===== config.mk =====
export PLATFORM = sky130hd
export DESIGN_NAME = sm_status_uart_tx
export DESIGN_NICKNAME = d
export VERILOG_FILES = /design/src/rtl/sm_status_uart_tx.sv
export SDC_FILE = /design/constraint.sdc
export NUM_CORES = 1
export LEC_CHECK = 0
export CAP_MARGIN = 10
export CORE_UTILIZATION = 53
export DETAILED_ROUTE_END_ITERATION = 8
export PLACE_DENSITY = 0.87
export SLEW_MARGIN = 30
export SYNTH_ARGS = -nofsm -noshare
export SYNTH_HDL_FRONTEND = slang
export SYNTH_SLANG_ARGS = --single-unit

===== constraint.sdc =====
create_clock -name clk -period 2 [get_ports clk]
set_clock_uncertainty 0.2 [all_clocks]
set_input_delay 0.4 -clock clk [delete_from_list [all_inputs] [get_ports clk]]
set_output_delay 0.4 -clock clk [all_outputs]
set_load 0.05 [all_outputs]

===== src/rtl/sm_status_uart_tx.sv =====
`default_nettype none
// +--------------------------------------------------------------------------+
// | Module      : sm_status_uart_tx                                          |
// | Description : Sends one fixed ASCII status message "SI-D-C-#" per        |
// |               tx_start request as 8N1 UART, LSB first, with a 4-phase    |
// |               tx_start/tx_done handshake.                                |
// |               Optional macro SM_STATUS_TX_CRLF_EN appends CR LF.         |
// | Revision    : 1.0 - initial release                                      |
// +--------------------------------------------------------------------------+
module sm_status_uart_tx #(
    parameter int CLK_FREQ     = 50000000,
    parameter int BAUD         = 115200,
    parameter int CLKS_PER_BIT = CLK_FREQ / BAUD
) (
    input  logic       clk,
    input  logic       rst,
    input  logic       tx_start,
    input  logic [1:0] si_no,
    input  logic [1:0] color,
    output logic       tx,
    output logic       tx_done,
    output logic       busy
);

    localparam int c_baud_w = (CLKS_PER_BIT > 1) ? $clog2(CLKS_PER_BIT) : 1;
    localparam logic [c_baud_w-1:0] c_baud_last = c_baud_w'(CLKS_PER_BIT - 1);
    localparam logic [c_baud_w-1:0] c_baud_one  = c_baud_w'(1);

`ifdef SM_STATUS_TX_CRLF_EN
    localparam logic [3:0] c_last_byte = 4'd9;
`else
    localparam logic [3:0] c_last_byte = 4'd7;
`endif

    localparam logic [2:0] c_st_idle  = 3'd0;
    localparam logic [2:0] c_st_start = 3'd1;
    localparam logic [2:0] c_st_data  = 3'd2;
    localparam logic [2:0] c_st_stop  = 3'd3;
    localparam logic [2:0] c_st_done  = 3'd4;

    logic [2:0]          r_state;
    logic [c_baud_w-1:0] r_baud_cnt;
    logic [2:0]          r_bit_idx;
    logic [3:0]          r_byte_idx;
    logic [1:0]          r_si_no;
    logic [1:0]          r_color;
    logic                r_tx;
    logic                r_tx_done;
    logic                r_busy;
    logic [7:0]          w_byte;
    logic                w_bit_end;

    assign w_bit_end = (r_baud_cnt == c_baud_last);

    // Message byte currently on the line, built from the values latched at accept
    always_comb begin
        w_byte = 8'h23;
        case (r_byte_idx)
            4'd0: w_byte = 8'h53;                     // 'S'
            4'd1: w_byte = 8'h49;                     // 'I'
            4'd2: w_byte = 8'h2D;                     // '-'
            4'd3: w_byte = 8'h31 + {6'd0, r_si_no};   // '1'..'4'
            4'd4: w_byte = 8'h2D;
            4'd5: begin
                case (r_color)
                    2'd0:    w_byte = 8'h4E;          // 'N'
                    2'd1:    w_byte = 8'h52;          // 'R'
                    2'd2:    w_byte = 8'h47;          // 'G'
                    default: w_byte = 8'h42;          // 'B'
                endcase
            end
            4'd6: w_byte = 8'h2D;
            4'd7: w_byte = 8'h23;                     // '#'
`ifdef SM_STATUS_TX_CRLF_EN
            4'd8: w_byte = 8'h0D;
            4'd9: w_byte = 8'h0A;
`endif
            default: w_byte = 8'h23;
        endcase
    end

    // Transmit FSM; tx is registered and updated on each bit boundary so the
    // line level for the next bit is presented on the edge that ends the last one
    always_ff @(posedge clk) begin
        if (rst) begin
            r_state    <= c_st_idle;
            r_baud_cnt <= '0;
            r_bit_idx  <= '0;
            r_byte_idx <= '0;
            r_si_no    <= '0;
            r_color    <= '0;
            r_tx       <= 1'b1;
            r_tx_done  <= 1'b0;
            r_busy     <= 1'b0;
        end else begin
            case (r_state)
                c_st_idle: begin
                    if (tx_start) begin
                        r_state    <= c_st_start;
                        r_si_no    <= si_no;
                        r_color    <= color;
                        r_byte_idx <= '0;
                        r_bit_idx  <= '0;
                        r_baud_cnt <= '0;
                        r_tx       <= 1'b0;
                        r_busy     <= 1'b1;
                    end
                end
                c_st_start: begin
                    if (w_bit_end) begin
                        r_baud_cnt <= '0;
                        r_bit_idx  <= '0;
                        r_tx       <= w_byte[0];
                        r_state    <= c_st_data;
                    end else begin
                        r_baud_cnt <= r_baud_cnt + c_baud_one;
                    end
                end
                c_st_data: begin
                    if (w_bit_end) begin
                        r_baud_cnt <= '0;
                        if (r_bit_idx == 3'd7) begin
                            r_tx    <= 1'b1;
                            r_state <= c_st_stop;
                        end else begin
                            r_bit_idx <= r_bit_idx + 3'd1;
                            r_tx      <= w_byte[r_bit_idx + 3'd1];
                        end
                    end else begin
                        r_baud_cnt <= r_baud_cnt + c_baud_one;
                    end
                end
                c_st_stop: begin
                    if (w_bit_end) begin
                        r_baud_cnt <= '0;
                        if (r_byte_idx == c_last_byte) begin
                            r_tx_done <= 1'b1;
                            r_state   <= c_st_done;
                        end else begin
                            // next start bit follows the stop bit with no idle gap
                            r_byte_idx <= r_byte_idx + 4'd1;
                            r_tx       <= 1'b0;
                            r_state    <= c_st_start;
                        end
                    end else begin
                        r_baud_cnt <= r_baud_cnt + c_baud_one;
                    end
                end
                c_st_done: begin
                    // waiting for the requester to drop tx_start closes the handshake
                    if (!tx_start) begin
                        r_tx_done <= 1'b0;
                        r_busy    <= 1'b0;
                        r_state   <= c_st_idle;
                    end
                end
                default: begin
                    r_state   <= c_st_idle;
                    r_tx      <= 1'b1;
                    r_tx_done <= 1'b0;
                    r_busy    <= 1'b0;
                end
            endcase
        end
    end

    assign tx      = r_tx;
    assign tx_done = r_tx_done;
    assign busy    = r_busy;

endmodule
`default_nettype wire


# After elaboration in Yosys (flattened, before gate mapping)
# Cells that the tools add are included.
dict set report totals {
  regBits 26
  in_bits 7
}
dict set report classes {
  n_addsub 4
  n_lt_le_gt_ge 1
  eq_ne 24
  mux 37
  n_bitwise 3
  n_reduce_logical 17
}
# operator n
set ops {}
lappend ops {{case mux 7 bit (5 select lines)} 1}
lappend ops {{two-way mux 3 bit} 11}
lappend ops {{two-way mux 9 bit} 2}
lappend ops {{!= test 2 bit (second input constant)} 9}
lappend ops {{case mux 9 bit (2 select lines)} 1}
lappend ops {{equality test 4 x 3 -> 1 bit (second input constant)} 4}
lappend ops {{case mux 3 bit (5 select lines)} 1}
lappend ops {{case mux 5 bit (3 select lines)} 1}
lappend ops {{two-way mux 4 bit} 3}
lappend ops {{AND reduction 6 bit} 2}
lappend ops {{two-way mux 1 bit} 11}
lappend ops {{adder 9 x 1 -> 9 bit (second input constant)} 1}
lappend ops {{equality test 9 bit (second input constant)} 1}
lappend ops {{case mux 3 bit (3 select lines)} 1}
lappend ops {{OR reduction 3 bit} 3}
lappend ops {{equality test 4 x 2 -> 1 bit (second input constant)} 2}
lappend ops {{case mux 4 bit (2 select lines)} 1}
lappend ops {{AND reduction 4 bit} 2}
lappend ops {{adder 6 x 2 -> 7 bit (first input constant)} 1}
lappend ops {{equality test 3 x 2 -> 1 bit (second input constant)} 2}
lappend ops {{equality test 3 bit (second input constant)} 2}
lappend ops {{case mux 1 bit (3 select lines)} 2}
lappend ops {{case mux 1 bit (5 select lines)} 1}
lappend ops {{AND reduction 5 bit} 1}
lappend ops {{other kinds (16)} 20}

# Logic depth before layout (Yosys ltp)
# Gate-level depths: netlist of the first run.
dict set report logic_depth {
  depth_word 8
  ltp_mapped 10
  depth_no_buf 8
}

# Worst setup path before layout of the first run
# Ideal clock, no wire load.
dict set report synth_path {
  kind {register -> register}
  start {register r_byte_idx[0]}
  end {register r_tx, in the netlist tx}
  setup_time_ps 126
  arrival_time_ps 1708
  t_required_ps 1674
  path_slack_ps -34
  path_stages_with_launch 8
  n_path_buf 0
  period_less_slack_ps 2034
  path_cell_list {dfxtp_1 inv_1 ha_1 or2_2 o41ai_1 o211ai_1 nor3_1 a22oi_1}
}
dict set report synth_via {
  elab_chain_cells 8
}
# element line_no
set synth_rtl {}
lappend synth_rtl {{start: declaration} 44} ;# logic [3:0] r_byte_idx;
lappend synth_rtl {{start signal: assignment} 141} ;# r_byte_idx <= r_byte_idx + 4'd1;
lappend synth_rtl {{equality test 4 x 3 -> 1 bit or equality test 4 x 2 -> 1 bit (tied branches)} 58} ;# case (r_byte_idx)
lappend synth_rtl {{OR reduction 3 bit (no line)} -}
lappend synth_rtl {{case mux 7 bit (5 select lines)} 58}
lappend synth_rtl {{binary-select mux 1 bit (select 3 bit)} 127} ;# r_tx <= w_byte[r_bit_idx + 3'd1];
lappend synth_rtl {{two-way mux 1 bit (implied by the code)} 127}
lappend synth_rtl {{two-way mux 1 bit} 122} ;# if (r_bit_idx == 3'd7) begin
lappend synth_rtl {{two-way mux 1 bit} 120} ;# if (w_bit_end) begin
lappend synth_rtl {{case mux 1 bit (5 select lines)} 96} ;# case (r_state)
lappend synth_rtl {{end signal: assignment} 113} ;# r_tx <= w_byte[0];
lappend synth_rtl {{end signal: assignment} 127}
lappend synth_rtl {{end: declaration} 47} ;# logic r_tx;
# Parallel ways exist; a longest one is shown, timed or not. The select of a mux whose other input is x is not followed.
# A chain may end at the register's enable or synchronous reset.

# Worst setup path after layout of the first run
# Same ends and word-level chain as after synthesis.

==> results_dict.tcl, run 1 <==
set metrics [dict create \
    yosys.cell_types.count 56 \
    setup_viol 1 \
    rsz0062_at_grt "true" \
    drt_iter0_drc 126 \
    drive_above_1_share 0.321 \
    finalHoldViolCount 0 \
    antenna_left 0 \
    synth_top_family_by_area "simple AND/OR/NAND/NOR gates" \
    cp_data_required_time_ps 2080 \
    clock_latency_ps 340 \
    r2r_setup_slack_ps -30 \
    synthFlopType "dfxtp_1" \
    ctsHoldBuffers 0 \
    final_nets 254 \
    n_fill_cell 205 \
    synthSimpleGateAreaFrac 0.294 \
    h-tree-depth 1 \
    io_buffer_count 9 \
    drc 1 \
    cts_tree "yes" \
    synth_compound_area_frac 0.204 \
    synth_edf_count 0 \
    fin_crit_sh 1.02 \
    p_leak_nw 0.860 \
    drv_slew 0 \
    syn_to_final_growth_pct 31.1 \
    grt_pass1_wl_um 6330 \
    antenna_found_initial 0 \
    worstSetupPathType "flop to flop" \
    p_per_area_nw_per_um2 550 \
    synth-adder-area-share 0.0684 \
    cts_root_buffer "clkbuf_4" \
    fin_ws_ps -31.8 \
    die_area_um2 3330 \
    cts_inserted_buffers 3 \
    hold-path-cell-count 2 \
    timing.max_slew.rel_slack 0.721 \
    postSynthCellCount 204 \
    synth_nets 220 \
    synthXorXnorAreaFrac 0.0532 \
    cts_sinks 26 \
    cts.path.max_buffers 2 \
    vias 1611 \
    async_flop_share 0 \
    final_util 0.756 \
    fin_area_um2 2160 \
    hold_end "r_bit_idx[1]" \
    synth-seq-cells 26 \
    cp.arrival_ps 2110 \
    first_pass_iters 6 \
    ys_seq_area_frac 0.316 \
    place_area_um2 1920 \
    maxCapViolations 0 \
    grt_usage 0.244 \
    cp_max_fo 4 \
    avgViaCountPerCell 6.01 \
    synth_area_per_cell_um2 8.07 \
    start_util 0.577 \
    synth.area.mux_share 0.0122 \
    vdd_ir_drop_max_mv 0.450 \
    syn_area_um2 1650 \
    timing.rr.end "tx" \
    die_h_um 57.7 \
    grt_overflow 0 \
    status "complete, but fails checks" \
    rows 19 \
    gp_congestion 0.911 \
    routed_wl_um 4190 \
    post-dp-hpwl_um 2730 \
    clkTransAtPathRegs_ps 160 \
    min_path_type "flop to flop" \
    cp-start-kind "flop" \
    period_needed_ps 2030 \
    violations "design-rule violations, negative setup slack" \
    grt_max_degree 17 \
    r2r_start "r_byte_idx[0]" \
    antenna_cells 0 \
    endpoint_kind "flop" \
    die_width_um 57.7 \
    worst_pin_slew_ps 417 \
    reg2reg_depth 9 \
    fmax_ghz 0.492 \
    yosysWarningCount 0 \
    wl_per_cell_um 15.6 \
    holdWs_ps 292 \
    grt_pass1_vias 1395 \
    io-pin-count 10 \
    min-delay-start "r_bit_idx[1]" \
    core_um2 2850 \
]
## flip-flops by register name (all words and copies together) (netlist names)
name	flops
busy	1
r_bit_idx	3
r_si_no	2
r_baud_cnt	9
r_color	2
tx	1
tx_done	1
r_state	3
r_byte_idx	4
## synth_stat cells (4+ instances only)
cell type | n | area share
o21ai_0 | 11 | 0.033
nand4_1 | 4 | 0.015
dfxtp_1 | 26 | 0.32
nand2b_1 | 7 | 0.027
nand3_1 | 4 | 0.012
a21oi_1 | 18 | 0.055
nor2_1 | 24 | 0.055
clkbuf_1 | 6 | 0.014
nand2_1 | 14 | 0.032
ha_1 | 9 | 0.068
nor3b_1 | 4 | 0.018
nor3_1 | 9 | 0.027
inv_1 | 8 | 0.018
xor2_1 | 7 | 0.037
## layout by cell type (no fill, tap or decap), types with 3 or more instances in the layout
cell / count
xor2_1: 7
clkbuf_4: 3
buf_4: 29
ha_1: 3
nor3_1: 9
nor3b_1: 3
a21oi_1: 15
nand2b_1: 7
inv_1: 4
clkdlybuf4s50_1: 6
nand3_1: 4
dfxtp_1: 21
nor2_1: 23
buf_6: 4
ha_4: 6
nand2_1: 14
nand4_1: 4
dfxtp_2: 3
xnor2_1: 3
o21ai_0: 9
a21oi_2: 3
## area by class of cell
| class | count | area, um2 | share of cell area |
|---|---|---|---|
| clock buffer | 3 | 22.5 | 0.0104 |
| tap | 31 | 38.8 | 0.0180 |
| inverter | 8 | 35.0 | 0.0162 |
| clock inverter | 1 | 30.0 | 0.0139 |
| timing repair buffer | 39 | 323 | 0.150 |
| multi-input combinational | 160 | 1180 | 0.545 |
| sequential | 26 | 532 | 0.247 |
## stage by stage
step	std cells	power, W	setup WS, ps	TNS, ps
floorplan	204	0.000718	16.9	0
global placement	260	0.000804	-84.7	-303
detailed placement	260	0.000809	-88.2	-458
CTS	265	0.00118	7.10	0
global route	268	0.00125	-188	-267
finish	268	0.00119	-31.8	-31.8
## timing repair
action                                  CTS  global route
setup buffers                             1             2
gates resized for setup                   5            37
endpoints found under the setup margin    5            11
pin swaps                                 2            10
gates cloned                              0             1
## worst max-delay path: stages (launching register included)
cell and delay [ps]:
dfxtp_4 430, buf_6 110, ha_4 140, inv_2 50, buf_6 110, a2111oi_1 450
nor2_1 90, a21oi_1 140, o21ai_1 70, a22oi_1 170
## worst max path at each step
stage	startpoint	endpoint	slack (ps)	depth (start not counted)
2_1_floorplan	r_byte_idx[0]	tx	20	7
3_3_place_gp	tx_start	r_baud_cnt[8]	-80	7
3_5_place_dp	tx_start	r_state[0]	-90	7
4_1_cts	r_byte_idx[1]	tx	7	8
5_1_grt	r_byte_idx[0]	tx	-190	9
6_report	r_byte_idx[0]	tx	-30	9
## layer usage
| metal | part of all wire | wire [um] | global-route usage |
|---|---|---|---|
| met5 | 0 | 0 | 0 |
| met2 | 0.51 | 2130 | 0.422 |
| met3 | 0.035 | 146 | 0.0469 |
| met1 | 0.45 | 1870 | 0.321 |
| met4 | 0.0093 | 39 | 0.0408 |
## kinds of logic after synthesis
logic type,after synthesis
compound gates,51
xor+xnor,10
fa+ha+maj,9
buf+inv,19
flops,26
mux,2
simple gates,87
## report_power, final
| part | total [W] | switching (W) | internal [W] |
|---|---|---|---|
| registers | 0.000565 | 0.0000266 | 0.000539 |
| clock network | 0.000366 | 0.000163 | 0.000203 |
| logic | 0.000256 | 0.000133 | 0.000123 |
| total | 0.00119 | 0.000323 | 0.000865 |
No activity file was read; power rests on OpenSTA's default activity.
==> run 2, diff against run 1 <==
--- a/config.mk
+++ b/config.mk
@@ -9,7 +9,7 @@
 export CORE_UTILIZATION = 53
 export DETAILED_ROUTE_END_ITERATION = 8
 export PLACE_DENSITY = 0.87
-export SLEW_MARGIN = 30
+export SLEW_MARGIN = 40
 export SYNTH_ARGS = -nofsm -noshare
 export SYNTH_HDL_FRONTEND = slang
 export SYNTH_SLANG_ARGS = --single-unit
==> results of run 2 <==
Final layout, timing and power as in run 1 (identical DEF).
==> run 3, diff against run 2 <==
--- a/config.mk
+++ b/config.mk
@@ -6,9 +6,9 @@
 export NUM_CORES = 1
 export LEC_CHECK = 0
 export CAP_MARGIN = 10
-export CORE_UTILIZATION = 53
+export CORE_UTILIZATION = 40
 export DETAILED_ROUTE_END_ITERATION = 8
-export PLACE_DENSITY = 0.87
+export PLACE_DENSITY = 0.72
 export SLEW_MARGIN = 40
 export SYNTH_ARGS = -nofsm -noshare
 export SYNTH_HDL_FRONTEND = slang
==> run 3 against run 2 <==
Compared with the run above: the run ends with negative setup slack left; flip-flop and latch count did not move; non-clock buffer count grew 7; critical path type unchanged; highest routed layer unchanged; critical path depth unchanged; wire length shrank 11%; via count fell by 4.1%; clock power is 16% lower; sequential power down 0.9%; die area is 31% higher; first-iteration DRC count is 51% lower; largest power group unchanged; hold slack got worse by 13 ps.
==> results_dict.tcl, run 3 (synthesis gave the netlist of run 1 again) <==
set metrics [dict create \
    status "complete, but fails checks" \
    violations "negative setup slack" \
    first_pass_iters 4 \
    post-dp-hpwl_um 2830 \
    cp_data_required_time_ps 2000 \
    path_cells "inv_1 -> ha_2 -> buf_4 -> o41ai_4 -> buf_4 -> nor2_1 -> a21oi_1 -> o21ai_1 -> a22oi_1" \
    grt_pass1_vias 1422 \
    worst_pin_slew_ps 375 \
    pre_cts_ws_ps -117 \
    cts.path.max_buffers 2 \
    finalHoldViolCount 0 \
    largest-register "r_baud_cnt" \
    antenna_left 0 \
    use_met3 0.0259 \
    instances_no_fill 290 \
    final_util 0.556 \
    crit_buf_inv 3 \
    clock_latency_ps 280 \
    gp_congestion 0.850 \
    fin_crit_sh 1.01 \
    vias 1545 \
    grt.met1_usage 0.255 \
    grt_usage 0.187 \
    path_delay_family "compound AO/OA/AOI/OAI gates" \
    drv_slew 0 \
    largest_reg_flops 9 \
    p_per_area_nw_per_um2 529 \
    antenna_cells 0 \
    period_needed_ps 2010 \
    timing.max_slew.rel_slack 0.749 \
    critPathMostFrequentCell "buf_4" \
    grt_max_degree 14 \
    io-pin-count 10 \
    maxCapViolations 0 \
    worstSetupPathType "flop to flop" \
    drive_above_1_share 0.277 \
    drt_iter0_drc 62 \
    die_width_um 66.1 \
    grt_overflow 0 \
    rsz0062_at_grt "true" \
    cp-start-kind "flop" \
    h-tree-depth 1 \
    cts_root_buffer "clkbuf_8" \
    avgViaCountPerCell 5.33 \
    routed_wl_um 3740 \
    fmax_ghz 0.497 \
    max_stage_delay_ps 360 \
    syn_to_final_growth_pct 28.4 \
    start_util 0.433 \
    cts_inserted_buffers 3 \
    wl_per_cell_um 12.9 \
    die_area_um2 4370 \
    mostFrequentLayoutCell "buf_4" \
    crit_slowest_cell "dfxtp_2" \
    core_um2 3800 \
    cp_max_fo 4 \
    cts_sinks 26 \
    grt-busiest-layer "met2" \
    grt_pass1_wl_um 6420 \
    dpl.cell_count 285 \
    cts_tree "yes" \
    fin_ws_ps -10.3 \
    min_path_type "flop to flop" \
    top_regs "r_baud_cnt (9), r_byte_idx (4)" \
    vdd_ir_drop_max_mv 0.330 \
    endpoint_kind "flop" \
    p_leak_nw 0.878 \
    final_cell_mix "buf_4, nor2_1, dfxtp_1" \
    holdWs_ps 279 \
    cp.arrival_ps 2020 \
    clkTransAtPathRegs_ps 90 \
    die_h_um 66.1 \
    use_met2 0.305 \
    rows 22 \
    drc 0 \
    final_nets 260 \
    io_buffer_count 9 \
    setup_viol 1 \
    antenna_found_initial 0 \
]
-- run 3: cell count changes in the layout (fill, tap and decap cells not counted), sizes merged --
cell and delta:
buf +7, and2 -1, bufinv -1
-- run 3: path summary, 6_finish.rpt --
path | slack [ps] | start | depth (start not counted) | end
setup / recovery | -10 | r_byte_idx[1] | 9 | tx
hold / removal | 280 | r_bit_idx[1] | 2 | r_bit_idx[1]
setup reg to reg | -10 | r_byte_idx[1] | 9 | tx
hold reg to reg | 280 | r_bit_idx[1] | 2 | r_bit_idx[1]
-- run 3: repair_timing --
| action | 4_1_cts | 5_1_grt |
|---|---|---|
| resized for setup | 12 | 6 |
| setup buffers | 0 | 2 |
| hold buffers | 0 | 0 |
| pin swaps | 8 | 3 |
| setup endpoints to repair | 1 | 10 |
-- run 3: metrics by stage --
stage                     power (W)  instance area [um2]  setup TNS (ps)
after floorplan            0.000718                 1650               0
after global placement     0.000811                 2000            -311
after detailed placement   0.000816                 2000            -428
after CTS                   0.00112                 2080               0
after global routing        0.00117                 2110           -74.7
final                       0.00112                 2110           -10.3
-- run 3: worst reg2reg max path: cells and delay by family, from the launching register on --
family                   cells  cell delay (ps)
AO/OA/AOI/OAI                4              780
adder cells (fa/ha/maj)      1              180
buffers and inverters        3              400
flip-flops                   1              360
AND/OR/NAND/NOR              1               40
-- run 3: area by class of cell --
cell class	instances	area, um2
multi-input combinational	159	1090
timing repair buffer	46	364
sequential	26	524
tap	48	60.1
fill	357	1690
clock buffer	3	41.3
inverter	8	30.0
-- run 3: power breakdown --
| part | total [W] | switching [W] | internal [W] |
|---|---|---|---|
| Clock | 0.000309 | 0.000174 | 0.000136 |
| Sequential | 0.000560 | 0.0000204 | 0.000539 |
| Combinational | 0.000249 | 0.000129 | 0.000120 |
| Total | 0.00112 | 0.000323 | 0.000794 |
-- run 3: metal layers --
layer	wire length [um]	up-vias
met5	0	-
met4	45	0
met3	123	7
met2	1730	27
met1	1840	710
li1	-	801
